[src/rtl/alu_pkg.sv]
// Shared constants for the sequential slice ALU: op codes, flag bit positions,
// controller state encoding and small op-classification helpers.
package alu_pkg;

  typedef enum logic [2:0] {
    OP_ADD = 3'b000,
    OP_ADC = 3'b001,
    OP_SUB = 3'b010,
    OP_SBB = 3'b011,
    OP_AND = 3'b100,
    OP_XOR = 3'b101,
    OP_OR  = 3'b110,
    OP_CMP = 3'b111
  } alu_op_e;

  typedef enum logic [1:0] {
    ST_IDLE = 2'd0,
    ST_BUSY = 2'd1,
    ST_DONE = 2'd2
  } state_e;

  localparam int FLAG_S = 7;
  localparam int FLAG_Z = 6;
  localparam int FLAG_A = 4;
  localparam int FLAG_P = 2;
  localparam int FLAG_C = 0;

  function automatic logic usesCarryIn(input alu_op_e op);
    return (op == OP_ADC) || (op == OP_SBB);
  endfunction

  function automatic logic isAddOp(input alu_op_e op);
    return (op == OP_ADD) || (op == OP_ADC);
  endfunction

endpackage

[src/rtl/alu_seq_if.sv]
// Request/result bundle of the sequential ALU; the ALU takes the slave side.
interface alu_seq_if #(
  parameter int W = 16
);
  logic         iStart;
  logic [2:0]   iS;
  logic [W-1:0] iA;
  logic [W-1:0] iB;
  logic         iCy;
  logic         oBusy;
  logic         oDone;
  logic [W-1:0] oY;
  logic [7:0]   oF;

  modport slave (
    input  iStart, iS, iA, iB, iCy,
    output oBusy, oDone, oY, oF
  );

  modport master (
    output iStart, iS, iA, iB, iCy,
    input  oBusy, oDone, oY, oF
  );
endinterface

[src/rtl/alu_slice.sv]
// Combinational DATASIZE-bit ALU slice, reused once per BUSY cycle.
// c3 is the carry/borrow out of bit 3 (the half-carry source for the A flag).
module alu_slice
  import alu_pkg::*;
#(
  parameter int DATASIZE = 8
) (
  input  alu_op_e             op,
  input  logic                dec,
  input  logic [DATASIZE-1:0] a,
  input  logic [DATASIZE-1:0] b,
  input  logic                cin,
  output logic [DATASIZE-1:0] y,
  output logic                cout,
  output logic                c3
);

  localparam int NIBBLES = DATASIZE / 4;

  logic [DATASIZE:0]   sumW;
  logic [DATASIZE:0]   difW;
  logic [4:0]          lowSum;
  logic [4:0]          lowDif;
  logic [4:0]          nib;
  logic [DATASIZE-1:0] bcdY;
  logic                bcdC;
  logic                bcdC3;

  always_comb begin
    sumW   = {1'b0, a} + {1'b0, b} + {{DATASIZE{1'b0}}, cin};
    difW   = {1'b0, a} - {1'b0, b} - {{DATASIZE{1'b0}}, cin};
    lowSum = {1'b0, a[3:0]} + {1'b0, b[3:0]} + {4'b0, cin};
    lowDif = {1'b0, a[3:0]} - {1'b0, b[3:0]} - {4'b0, cin};
  end

  // Decimal adjust: any nibble above 9 gets +6 and forwards a decimal carry.
  always_comb begin
    nib   = '0;
    bcdY  = '0;
    bcdC  = cin;
    bcdC3 = 1'b0;
    for (int n = 0; n < NIBBLES; n++) begin
      nib = {1'b0, a[n*4 +: 4]} + {1'b0, b[n*4 +: 4]} + {4'b0, bcdC};
      if (nib > 5'd9) begin
        nib  = nib + 5'd6;
        bcdC = 1'b1;
      end else begin
        bcdC = 1'b0;
      end
      bcdY[n*4 +: 4] = nib[3:0];
      if (n == 0) bcdC3 = bcdC;
    end
  end

  always_comb begin
    y    = '0;
    cout = 1'b0;
    c3   = 1'b0;
    case (op)
      OP_ADD, OP_ADC: begin
        if (dec) begin
          y    = bcdY;
          cout = bcdC;
          c3   = bcdC3;
        end else begin
          y    = sumW[DATASIZE-1:0];
          cout = sumW[DATASIZE];
          c3   = lowSum[4];
        end
      end
      OP_SUB, OP_SBB, OP_CMP: begin
        y    = difW[DATASIZE-1:0];
        cout = difW[DATASIZE];
        c3   = lowDif[4];
      end
      OP_AND: begin
        y  = a & b;
        c3 = 1'b1;
      end
      OP_XOR: y = a ^ b;
      OP_OR:  y = a | b;
      default: y = '0;
    endcase
  end

endmodule

[src/rtl/alu_seq.sv]
// Sequential ALU: W = DATASIZE*SLICES operands processed one slice per cycle.
// Define ALU_SEQ_DAA_EN to add the iDec port and decimal-adjusted ADD/ADC.
module alu_seq
  import alu_pkg::*;
#(
  parameter int DATASIZE = 8,
  parameter int SLICES   = 2
) (
  input  logic iClk,
  input  logic iRstN,
`ifdef ALU_SEQ_DAA_EN
  input  logic iDec,
`endif
  alu_seq_if.slave bus
);

  localparam int         W    = DATASIZE * SLICES;
  localparam logic [3:0] LAST = 4'(SLICES - 1);

  state_e              stateQ;
  alu_op_e             opQ;
  logic [W-1:0]        aQ;
  logic [W-1:0]        bQ;
  logic [W-1:0]        resQ;
  logic [W-1:0]        yQ;
  logic [7:0]          fQ;
  logic                carryQ;
  logic                decQ;
  logic                c3Q;
  logic                busyQ;
  logic                doneQ;
  logic [3:0]          idxQ;

  logic                decIn;
  logic [DATASIZE-1:0] sliceA;
  logic [DATASIZE-1:0] sliceB;
  logic [DATASIZE-1:0] sliceY;
  logic                sliceCout;
  logic                sliceC3;
  logic [W-1:0]        resD;
  logic [W-1:0]        aD;
  logic [W-1:0]        bD;
  logic [W-1:0]        yD;
  logic [7:0]          fD;
  logic                aFlagD;

`ifdef ALU_SEQ_DAA_EN
  assign decIn = iDec;
`else
  assign decIn = 1'b0;
`endif

  assign sliceA = aQ[DATASIZE-1:0];
  assign sliceB = bQ[DATASIZE-1:0];

  alu_slice #(.DATASIZE(DATASIZE)) u_slice (
    .op   (opQ),
    .dec  (decQ),
    .a    (sliceA),
    .b    (sliceB),
    .cin  (carryQ),
    .y    (sliceY),
    .cout (sliceCout),
    .c3   (sliceC3)
  );

  // Operands shift right one slice per cycle; A is rotated rather than shifted
  // so the original value is back in place for CMP once all slices are done.
  always_comb begin
    resD   = (resQ >> DATASIZE) | (W'(sliceY) << (W - DATASIZE));
    aD     = (aQ >> DATASIZE) | (W'(sliceA) << (W - DATASIZE));
    bD     = bQ >> DATASIZE;
    aFlagD = (idxQ == 4'd0) ? sliceC3 : c3Q;
    yD     = (opQ == OP_CMP) ? aD : resD;
    fD         = '0;
    fD[FLAG_S] = resD[W-1];
    fD[FLAG_Z] = (resD == '0);
    fD[FLAG_A] = aFlagD;
    fD[FLAG_P] = ~^resD;
    fD[FLAG_C] = sliceCout;
  end

  always_ff @(posedge iClk or negedge iRstN) begin
    if (!iRstN) begin
      stateQ <= ST_IDLE;
      opQ    <= OP_ADD;
      aQ     <= '0;
      bQ     <= '0;
      resQ   <= '0;
      yQ     <= '0;
      fQ     <= '0;
      carryQ <= 1'b0;
      decQ   <= 1'b0;
      c3Q    <= 1'b0;
      busyQ  <= 1'b0;
      doneQ  <= 1'b0;
      idxQ   <= '0;
    end else begin
      doneQ <= 1'b0;
      case (stateQ)
        ST_IDLE, ST_DONE: begin
          if (bus.iStart) begin
            stateQ <= ST_BUSY;
            busyQ  <= 1'b1;
            opQ    <= alu_op_e'(bus.iS);
            aQ     <= bus.iA;
            bQ     <= bus.iB;
            resQ   <= '0;
            idxQ   <= '0;
            carryQ <= usesCarryIn(alu_op_e'(bus.iS)) & bus.iCy;
            decQ   <= isAddOp(alu_op_e'(bus.iS)) & decIn;
          end else begin
            stateQ <= ST_IDLE;
          end
        end
        ST_BUSY: begin
          aQ     <= aD;
          bQ     <= bD;
          resQ   <= resD;
          carryQ <= sliceCout;
          idxQ   <= idxQ + 4'd1;
          if (idxQ == 4'd0) c3Q <= sliceC3;
          if (idxQ == LAST) begin
            stateQ <= ST_DONE;
            busyQ  <= 1'b0;
            doneQ  <= 1'b1;
            yQ     <= yD;
            fQ     <= fD;
          end
        end
        default: stateQ <= ST_IDLE;
      endcase
    end
  end

  assign bus.oBusy = busyQ;
  assign bus.oDone = doneQ;
  assign bus.oY    = yQ;
  assign bus.oF    = fQ;

endmodule

[src/flat_wrapper.sv]
// flat-port wrapper written by rule: the top's interface ports become plain ports
module alu_seq_flat import alu_pkg::*;
#(
  parameter int DATASIZE = 8,
  parameter int SLICES   = 2
)
  (iClk, iRstN, bus_iStart, bus_iS, bus_iA, bus_iB, bus_iCy, bus_oBusy, bus_oDone, bus_oY, bus_oF);
  alu_seq_if #(.W((DATASIZE * SLICES))) bus_i ();
  input  logic iClk;
  input  logic iRstN;
  input wire logic [$bits(bus_i.iStart)-1:0] bus_iStart;
  input wire logic [$bits(bus_i.iS)-1:0] bus_iS;
  input wire logic [$bits(bus_i.iA)-1:0] bus_iA;
  input wire logic [$bits(bus_i.iB)-1:0] bus_iB;
  input wire logic [$bits(bus_i.iCy)-1:0] bus_iCy;
  output wire logic [$bits(bus_i.oBusy)-1:0] bus_oBusy;
  output wire logic [$bits(bus_i.oDone)-1:0] bus_oDone;
  output wire logic [$bits(bus_i.oY)-1:0] bus_oY;
  output wire logic [$bits(bus_i.oF)-1:0] bus_oF;
  assign bus_i.iStart = bus_iStart;
  assign bus_i.iS = bus_iS;
  assign bus_i.iA = bus_iA;
  assign bus_i.iB = bus_iB;
  assign bus_i.iCy = bus_iCy;
  assign bus_oBusy = bus_i.oBusy;
  assign bus_oDone = bus_i.oDone;
  assign bus_oY = bus_i.oY;
  assign bus_oF = bus_i.oF;
  alu_seq #(.DATASIZE(DATASIZE), .SLICES(SLICES)) u_core (.iClk(iClk), .iRstN(iRstN), .bus(bus_i));
endmodule
[config.mk]
export PLATFORM = sky130hd
export DESIGN_NAME = alu_seq_flat
export DESIGN_NICKNAME = d
export VERILOG_FILES = /design/src/rtl/alu_pkg.sv /design/src/rtl/alu_seq_if.sv /design/src/rtl/alu_slice.sv /design/src/rtl/alu_seq.sv /design/src/flat_wrapper.sv
export SDC_FILE = /design/constraint.sdc
export NUM_CORES = 1
export LEC_CHECK = 0
export BUFFER_PORTS_ARGS = -buffer_cell sky130_fd_sc_hd__buf_4
export CAP_MARGIN = 15
export CORE_ASPECT_RATIO = 1.2
export CORE_MARGIN = 8
export CORE_UTILIZATION = 58
export CTS_CLUSTER_DIAMETER = 40
export DETAILED_ROUTE_END_ITERATION = 10
export HOLD_SLACK_MARGIN = 0.03
export PLACE_DENSITY_LB_ADDON = 0.15
export SLEW_MARGIN = 0
export SYNTH_ARGS = -nofsm -noshare
export SYNTH_HDL_FRONTEND = slang
export SYNTH_SLANG_ARGS = --single-unit
[constraint.sdc]
create_clock -name iClk -period 5.4 [get_ports iClk]
set_input_delay 0.27 -clock iClk [delete_from_list [all_inputs] [get_ports iClk]]
set_output_delay 0.27 -clock iClk [all_outputs]
set_load 0.01 [all_outputs]
After elaboration in Yosys (flattened, before gate mapping)
Cells that the tools add are included.
{"block": "totals", "register_bits": 82, "latch_bits": 0, "ramBits": 0, "romBits": 0, "input_bits": 39, "n_memories": 0}
{"block": "op_classes", "addsub": 9, "n_mul": 0, "div_mod_pow": 0, "order_cmp": 0, "eq_ne": 14, "shifts": 0, "muxes": 23, "n_bitwise": 6, "n_reduce_logical": 14}
{"op": "case mux 16 bit (2 select lines)", "n": 3}
{"op": "two-way mux 16 bit", "n": 4}
{"op": "case mux 8 bit (5 select lines)", "n": 1}
{"op": "bitwise OR 8 x 16 -> 16 bit", "n": 2}
{"op": "zero test 16 bit", "n": 1}
{"op": "XNOR reduction 16 bit", "n": 1}
{"op": "== test 3 bit (second input constant)", "n": 4}
{"op": "adder 8 x 8 -> 9 bit", "n": 1}
{"op": "adder 9 x 1 -> 9 bit", "n": 1}
{"op": "== test 3 x 2 -> 1 bit (second input constant)", "n": 3}
{"op": "subtractor 8 x 8 -> 9 bit", "n": 1}
{"op": "subtractor 9 x 1 -> 9 bit", "n": 1}
{"op": "bitwise AND 8 bit", "n": 1}
{"op": "bitwise OR 8 bit", "n": 1}
{"op": "case mux 4 bit (2 select lines)", "n": 1}
{"op": "XOR 8 bit", "n": 1}
{"op": "two-way mux 1 bit", "n": 7}
{"op": "== test 3 x 1 -> 1 bit (second input constant)", "n": 2}
{"op": "case mux 1 bit (2 select lines)", "n": 3}
{"op": "AND reduction 2 bit", "n": 3}
{"op": "adder 4 x 4 -> 5 bit", "n": 1}
{"op": "adder 5 x 1 -> 5 bit", "n": 1}
{"op": "subtractor 4 x 4 -> 5 bit", "n": 1}
{"op": "subtractor 5 x 1 -> 5 bit", "n": 1}
{"op": "other kinds (19)", "n": 20}

Logic depth before layout (Yosys ltp)
Gate-level depths: netlist (run 1).
{"block": "logic_depth", "ltp_word": 5, "depth_mapped": 16}

Hierarchy
A second synthesis (run 1) with hierarchy kept.
{"block": "hier_totals", "hier_cells": 541, "area_unflattened_um2": 5013.6}
{"mod": "alu_seq", "n_inst": 1, "cells_per_inst": 322, "area_each_um2": 3370.7, "seq_area_each_um2": 1851.8}
{"mod": "alu_slice", "n_inst": 1, "cells_per_inst": 219, "area_each_um2": 1642.8, "seq_area_each_um2": 0.0}

Least setup slack after synthesis (run 1)
No wires, ideal clock.
{"block": "synth_timing", "path_type": "reg2reg", "startpoint": "register u_core.aQ[0]", "endpoint": "register u_core.fQ[2], in the netlist u_core.bus.oF[2]", "setup_time_ns": 0.069, "t_arrival_ns": 3.672, "t_required_ns": 5.331, "slack_ns": 1.658, "path_stages_with_launch": 16, "path_buffers": 0, "period_less_slack_ns": 3.742, "cell_sequence": "dfrtp_1 > fa_1 > inv_1 > ha_1 > o21ai_0 > a311oi_2 > a21oi_1 > mux2i_1 > a22o_1 > ha_1 > xor2_1 > xnor2_1 > xnor2_1 > or3_4 > a2111oi_2 > nand3b_1"}
{"block": "synth_between", "elab_chain_cells": 5, "elab_cells_between_ends": 10, "cone_classes": "add/sub: 4; mux: 1; bitwise: 4; reduce/logical: 1"}
{"element": "start, declared", "line_no": "alu_seq.sv:22", "text": "logic [W-1:0] aQ;"}
{"element": "start signal, assigned", "line_no": "alu_seq.sv:106", "text": "aQ <= bus.iA;"}
{"element": "subtractor 8 x 8 -> 9 bit or adder 8 x 8 -> 9 bit (tied branches)", "line_no": "alu_slice.sv:31, alu_slice.sv:30"}
{"element": "subtractor 9 x 1 -> 9 bit or adder 9 x 1 -> 9 bit (tied branches)", "line_no": "alu_slice.sv:31, alu_slice.sv:30"}
{"element": "case mux 8 bit (5 select lines) (*)", "line_no": "alu_slice.sv:59", "text": "case (op)"}
{"element": "bitwise OR 8 x 16 -> 16 bit (*)", "line_no": "alu_seq.sv:70", "text": "resD = (resQ >> DATASIZE) | (W'(sliceY) << (W - DATASIZE));"}
{"element": "XNOR reduction 16 bit (*)", "line_no": "alu_seq.sv:79", "text": "fD[FLAG_P] = ~^resD;"}
{"element": "end signal, assigned", "line_no": "alu_seq.sv:91", "text": "fQ <= '0;"}
{"element": "end signal, assigned", "line_no": "alu_seq.sv:128", "text": "fQ <= fD;"}
{"element": "end, declared", "line_no": "alu_seq.sv:26", "text": "logic [7:0] fQ;"}
Mark *: on every way between the ends. The rest lies on a longest branch, timed or not.
A chain may end at the register's enable or synchronous reset.

Final worst setup path (run 1)
Same ends and word-level chain as after synthesis.

==> flow_metrics.tcl, run 1 <==
set metrics [dict create \
    root_buffer "clkbuf_8" \
    path_max_fanout 4 \
    clk_path_buf_depth 2 \
    clk_pin_slew_ns 0.08 \
    antenna_left 0 \
    yosys.area.top_type "dfrtp_1" \
    wl_per_cell_um 19.7 \
    dieArea_um2 11200 \
    cts_resized 0 \
    synth-main-ff-cell "dfrtp_1" \
    initial_core_util_pct 58.8 \
    finalHoldViolations 0 \
    arrival_ns 4.37 \
    path_class "reg2reg" \
    routed_wl_um 13100 \
    synth-edff-count 0 \
    drive_above_1_share_pct 17.9 \
    io-pin-count 65 \
    final_common_cell "dfrtp_1" \
    yosys_warnings 0 \
    numClockSinks 74 \
    relSlewSlack_pct 36.6 \
    fin_crit_sh_pct 75.4 \
    gr-usage-all-layers_pct 24.6 \
    slowest_stage "fa_1" \
    cp_top_family "compound AO/OA/AOI/OAI gates" \
    viasPerCell 6.05 \
    fin_cells 665 \
    crit_chain "fa_1 > inv_1 > ha_1 > o21ai_0 > a311oi_2 > a21oi_1 > mux2i_1 > a22o_1 > ha_1 > xor2_1 > xnor2_1 > xnor2_1 > or3_4 > a2111oi_2 > nand3b_1" \
    status "completed" \
    synth.distinct_cells 61 \
    critPathLaunchType "flop" \
    num_rows 36 \
    critPathBufInv 1 \
    netlist_area_um2 4690 \
    grt_pass1_vias 4069 \
    min_path_type "in2async" \
    yosysSeqAreaShare_pct 39.5 \
    die_x_um 98.1 \
    grt-ovfl-total 0 \
    critPathCaptureType "flop" \
    slew_violations 0 \
    fin_crit_ns 4.07 \
    synth.top_cell.area_share_pct 39.5 \
    die_height_um 114 \
    place_inst 648 \
    rsz0062_at_grt "no" \
    synthArstFlopShare_pct 100 \
    first_iter_violations 296 \
    avgSynthCellArea_um2 9.07 \
    most-common-layout-cells "dfrtp_1 (74), buf_4 (65), nand2_1 (48), nor2_1 (47), inv_1 (42)" \
    post-route-drc-count 0 \
    worstMarginPinSlew_ns 0.950 \
    htreeDepth 3 \
    grt_pass1_wl_um 21400 \
    areaGrowthSynthToFinish_pct 15.1 \
    ys_ff_latch 74 \
    n_antenna_cell 0 \
    fmax_ghz 0.246 \
    num_vias 4021 \
    nets 648 \
    drt_first_pass_iters 4 \
    gp_congestion 0.935 \
    tns_ns 0 \
    syn_inst 517 \
    core_um2 7970 \
    slowest_delay_ns 0.61 \
    detailed_place_hpwl_um 9840 \
    clock_latency_ns 0.36 \
    drv_cap 0 \
    cts_setup_buffers 0 \
    setup-violations-final 0 \
    cts_tree "done" \
    crit_required_ns 5.70 \
    yosys-top-cells-area "dfrtp_1 (40%), ha_1 (11%), a221o_1 (5.1%), a21oi_1 (4.0%), o21ai_0 (4.0%)" \
    hold_slack_ns 0.0250 \
    numCtsBuffers 9 \
    fin_worst_skew_ns 0.00832 \
    antenna_found_initial 0 \
    cts_hold_buf 0 \
    grt_max_degree 75 \
    io_buffer_count 61 \
]
-- final cells by class --
cell class | count | area (µm²)
timing repair buffer | 66 | 503
clock inverter | 4 | 48.8
fill | 652 | 2580
clock buffer | 12 | 155
tap | 95 | 119
inverter | 43 | 161
multi-input combinational | 371 | 2550
sequential | 74 | 1850
-- cell usage after synthesis (6+ instances only) --
library cell  number
dfrtp_1           74
nand2_1           48
nor2_1            48
inv_1             42
ha_1              40
a21oi_1           37
o21ai_0           37
a221o_1           24
nor3_1            24
clkbuf_1          23
a22o_1            10
nand3_1            8
xnor2_1            8
o21a_1             7
o22ai_1            6
-- per-stage QoR --
step	cell area, µm²	worst slack, ns	utilization (%)
finish	5390	1.33	67.6
global route	5390	1.13	67.6
CTS	5380	1.32	67.5
detailed placement	5170	1.35	64.9
global placement	5170	1.43	64.9
floorplan	4690	1.66	-
-- worst register-to-register path, stage by stage, from the launching register on --
cell	delay, ns
dfrtp_1	0.45
fa_1	0.61
inv_1	0.06
ha_1	0.17
o21ai_0	0.34
a311oi_2	0.19
a21oi_1	0.23
mux2i_1	0.22
a22o_1	0.24
ha_1	0.27
xor2_1	0.15
xnor2_1	0.14
xnor2_1	0.13
or3_4	0.34
a2111oi_2	0.33
nand3b_1	0.14
-- state kept, by name, indices dropped and copies added, names as in the netlist --
name	cells
u_core.aQ	16
u_core.bQ	16
u_core.bus.oY	16
u_core.resQ	8
u_core.bus.oF	5
u_core.idxQ	4
u_core.opQ	3
u_core.stateQ	2
u_core.bus.oBusy	1
u_core.bus.oDone	1
u_core.c3Q	1
u_core.carryQ	1
-- path summary, 6_finish.rpt --
path	start	end	slack (ns)	cells past startpoint
worst max-delay path	u_core.aQ[0]	u_core.bus.oF[2]	1.33	15
worst max register to register	u_core.aQ[0]	u_core.bus.oF[2]	1.33	15
min in group iClk	bus_iS[1]	u_core.opQ[1]	0.11	3
max in group asynchronous	iRstN	u_core.aQ[7]	4.73	1
worst min-delay path	iRstN	u_core.opQ[2]	0.03	1
worst min register to register	u_core.bus.oY[1]	u_core.bus.oY[1]	0.49	2
-- cells by family after synthesis --
group | share of synthesized area [%]
buf+inv | 6.43
xor+xnor | 2.24
compound gates | 23.8
flops | 39.5
fa+ha+maj | 12.4
mux | 0.427
simple gates | 15.1
other cells | 0.0800
-- layer usage --
metal / vias to the layer above / GRT usage (%) / routed length [µm]
li1: 1926 / - / -
met1: 1908 / 31.2 / 5800
met2: 152 / 37.9 / 5890
met3: 35 / 5.23 / 845
met4: 0 / 14.6 / 580
met5: - / 0 / 0
Power of run 1 is not shown: default switching activity piles up to over one toggle a cycle in this logic, so the estimate is an artifact.
==> run 2: changes to the inputs <==
==> constraint.sdc (replaced) <==
create_clock -name iClk -period 4.1 [get_ports iClk]
set_input_delay 0.205 -clock iClk [delete_from_list [all_inputs] [get_ports iClk]]
set_output_delay 0.205 -clock iClk [all_outputs]
set_load 0.01 [all_outputs]
==> flow_metrics.tcl, run 2 (synthesized netlist as in run 1, its figures left out) <==
set metrics [dict create \
    finalHoldViolations 0 \
    critPathCaptureType "flop" \
    core_um2 7970 \
    fillCellCount 642 \
    wl_per_cell_um 19.3 \
    stdcell_area_um2 5460 \
    viasPerCell 5.99 \
    tns_ns 0 \
    root_buffer "clkbuf_8" \
    path_class "reg2reg" \
    min_from "bus_iS[1]" \
    clk_path_buf_depth 2 \
    critPathLaunchType "flop" \
    gr-usage-all-layers_pct 23.8 \
    numCtsBuffers 9 \
    fin_crit_ns 3.91 \
    grt_pass1_wl_um 20900 \
    num_rows 36 \
    slew_violations 0 \
    drv_cap 0 \
    htreeDepth 3 \
    timing.rr.end "u_core.bus.oF[2]" \
    io_buffer_count 61 \
    detailed_place_hpwl_um 9770 \
    most-common-layout-cells "dfrtp_1 (74), buf_4 (70), nand2_1 (48), nor2_1 (47), inv_1 (42)" \
    dieArea_um2 11200 \
    fin_worst_skew_ns 0.00837 \
    cts_tree "done" \
    n_antenna_cell 0 \
    drt_first_pass_iters 5 \
    drive_above_1_share_pct 19.7 \
    r2r_start "u_core.aQ[0]" \
    status "completed" \
    clk_pin_slew_ns 0.08 \
    post-route-drc-count 0 \
    num_vias 4011 \
    io-pin-count 65 \
    nets 653 \
    path_max_fanout 4 \
    grt_pass1_vias 4007 \
    min_path_type "in2reg" \
    routed_wl_um 12900 \
    dpl_cell_area_um2 5210 \
    grt-ovfl-total 0 \
    whs_endpoint "u_core.opQ[1]" \
    holdPathStages 3 \
    die_height_um 114 \
    numClockSinks 74 \
    relSlewSlack_pct 36.6 \
    fmax_ghz 0.255 \
    final_common_cell "dfrtp_1" \
    initial_core_util_pct 58.8 \
    antenna_left 0 \
    grt_max_degree 75 \
    gp_congestion 0.944 \
    rr_worst_depth 15 \
    crit_required_ns 4.40 \
    die_x_um 98.1 \
    fin_crit_sh_pct 95.5 \
    r2r_slack_ns 0.19 \
    clock_latency_ns 0.36 \
    cts_setup_buffers 0 \
    arrival_ns 4.21 \
    antenna_found_initial 0 \
    worstMarginPinSlew_ns 0.950 \
    multi_input_area_um2 2580 \
    first_iter_violations 262 \
    setup-violations-final 0 \
    regArea_um2 1850 \
    areaGrowthSynthToFinish_pct 16.4 \
]
## run 2: cell count changes in the layout (fill, tap and decap cells not counted), moves of 2 or more
cell     before  now
ha_1         40   38
o21ai_0      37   35
ha_2          0    2
buf_4        65   70
## run 2: repair_timing
action                     in CTS  in global routing
hold buffers                    1                  0
hold endpoints to repair       59                  0
setup endpoints to repair       0                  1
resized for setup               0                  8
## run 2: worst max-delay path, stage by stage, from the launching register on
cell       delay [ns]
dfrtp_1          0.45
fa_1             0.61
inv_1            0.06
ha_1             0.21
o21ai_2          0.22
a311oi_2         0.16
a21oi_1          0.21
mux2i_1          0.21
a22o_1           0.18
ha_1             0.25
xor2_1           0.19
xnor2_1          0.16
xnor2_1          0.10
or3_4            0.35
a2111oi_2        0.35
nand3b_1         0.14
## run 2: how the worst max path moves through the flow
stage | startpoint | end | slack, ns
global placement | u_core.aQ[0] | u_core.bus.oF[2] | 0.19
finish | u_core.aQ[0] | u_core.bus.oF[2] | 0.19
global route | u_core.aQ[0] | u_core.bus.oF[2] | -0.04
floorplan | u_core.aQ[0] | u_core.bus.oF[2] | 0.36
detailed placement | u_core.aQ[0] | u_core.bus.oF[2] | 0.11
CTS | u_core.aQ[0] | u_core.bus.oF[2] | 0.04
## run 2: per-layer routing
| metal | track usage, % | share of wire, % | vias to the layer above |
|---|---|---|---|
| li1 | - | - | 1928 |
| met1 | 31.3 | 45 | 1901 |
| met2 | 35.9 | 45 | 154 |
| met3 | 4.56 | 6.4 | 28 |
| met4 | 13.2 | 3.8 | 0 |
| met5 | 0 | 0 | - |
## run 2: final cells by class
class	instances	share of cell area, %
inverters	43	2.96
well taps	95	2.18
multi-input cells	371	47.2
clock buffers	11	2.77
clock inverters	5	1.10
repair buffers	71	9.81
flip-flops and latches	74	33.9
## run 2: per-stage QoR
step / hold slack, ns / util, % / std cells / worst slack [ns]
after detailed placement: 0.404 / 65.4 / 653 / 0.106
after floorplan: -0.0906 / - / 519 / 0.358
final: 0.0507 / 68.4 / 670 / 0.185
after global placement: 0.393 / 65.4 / 653 / 0.185
after global routing: 0.0578 / 68.4 / 670 / -0.0425
after CTS: 0.0398 / 68.1 / 670 / 0.0400
Power of run 2 is left out for the same reason.
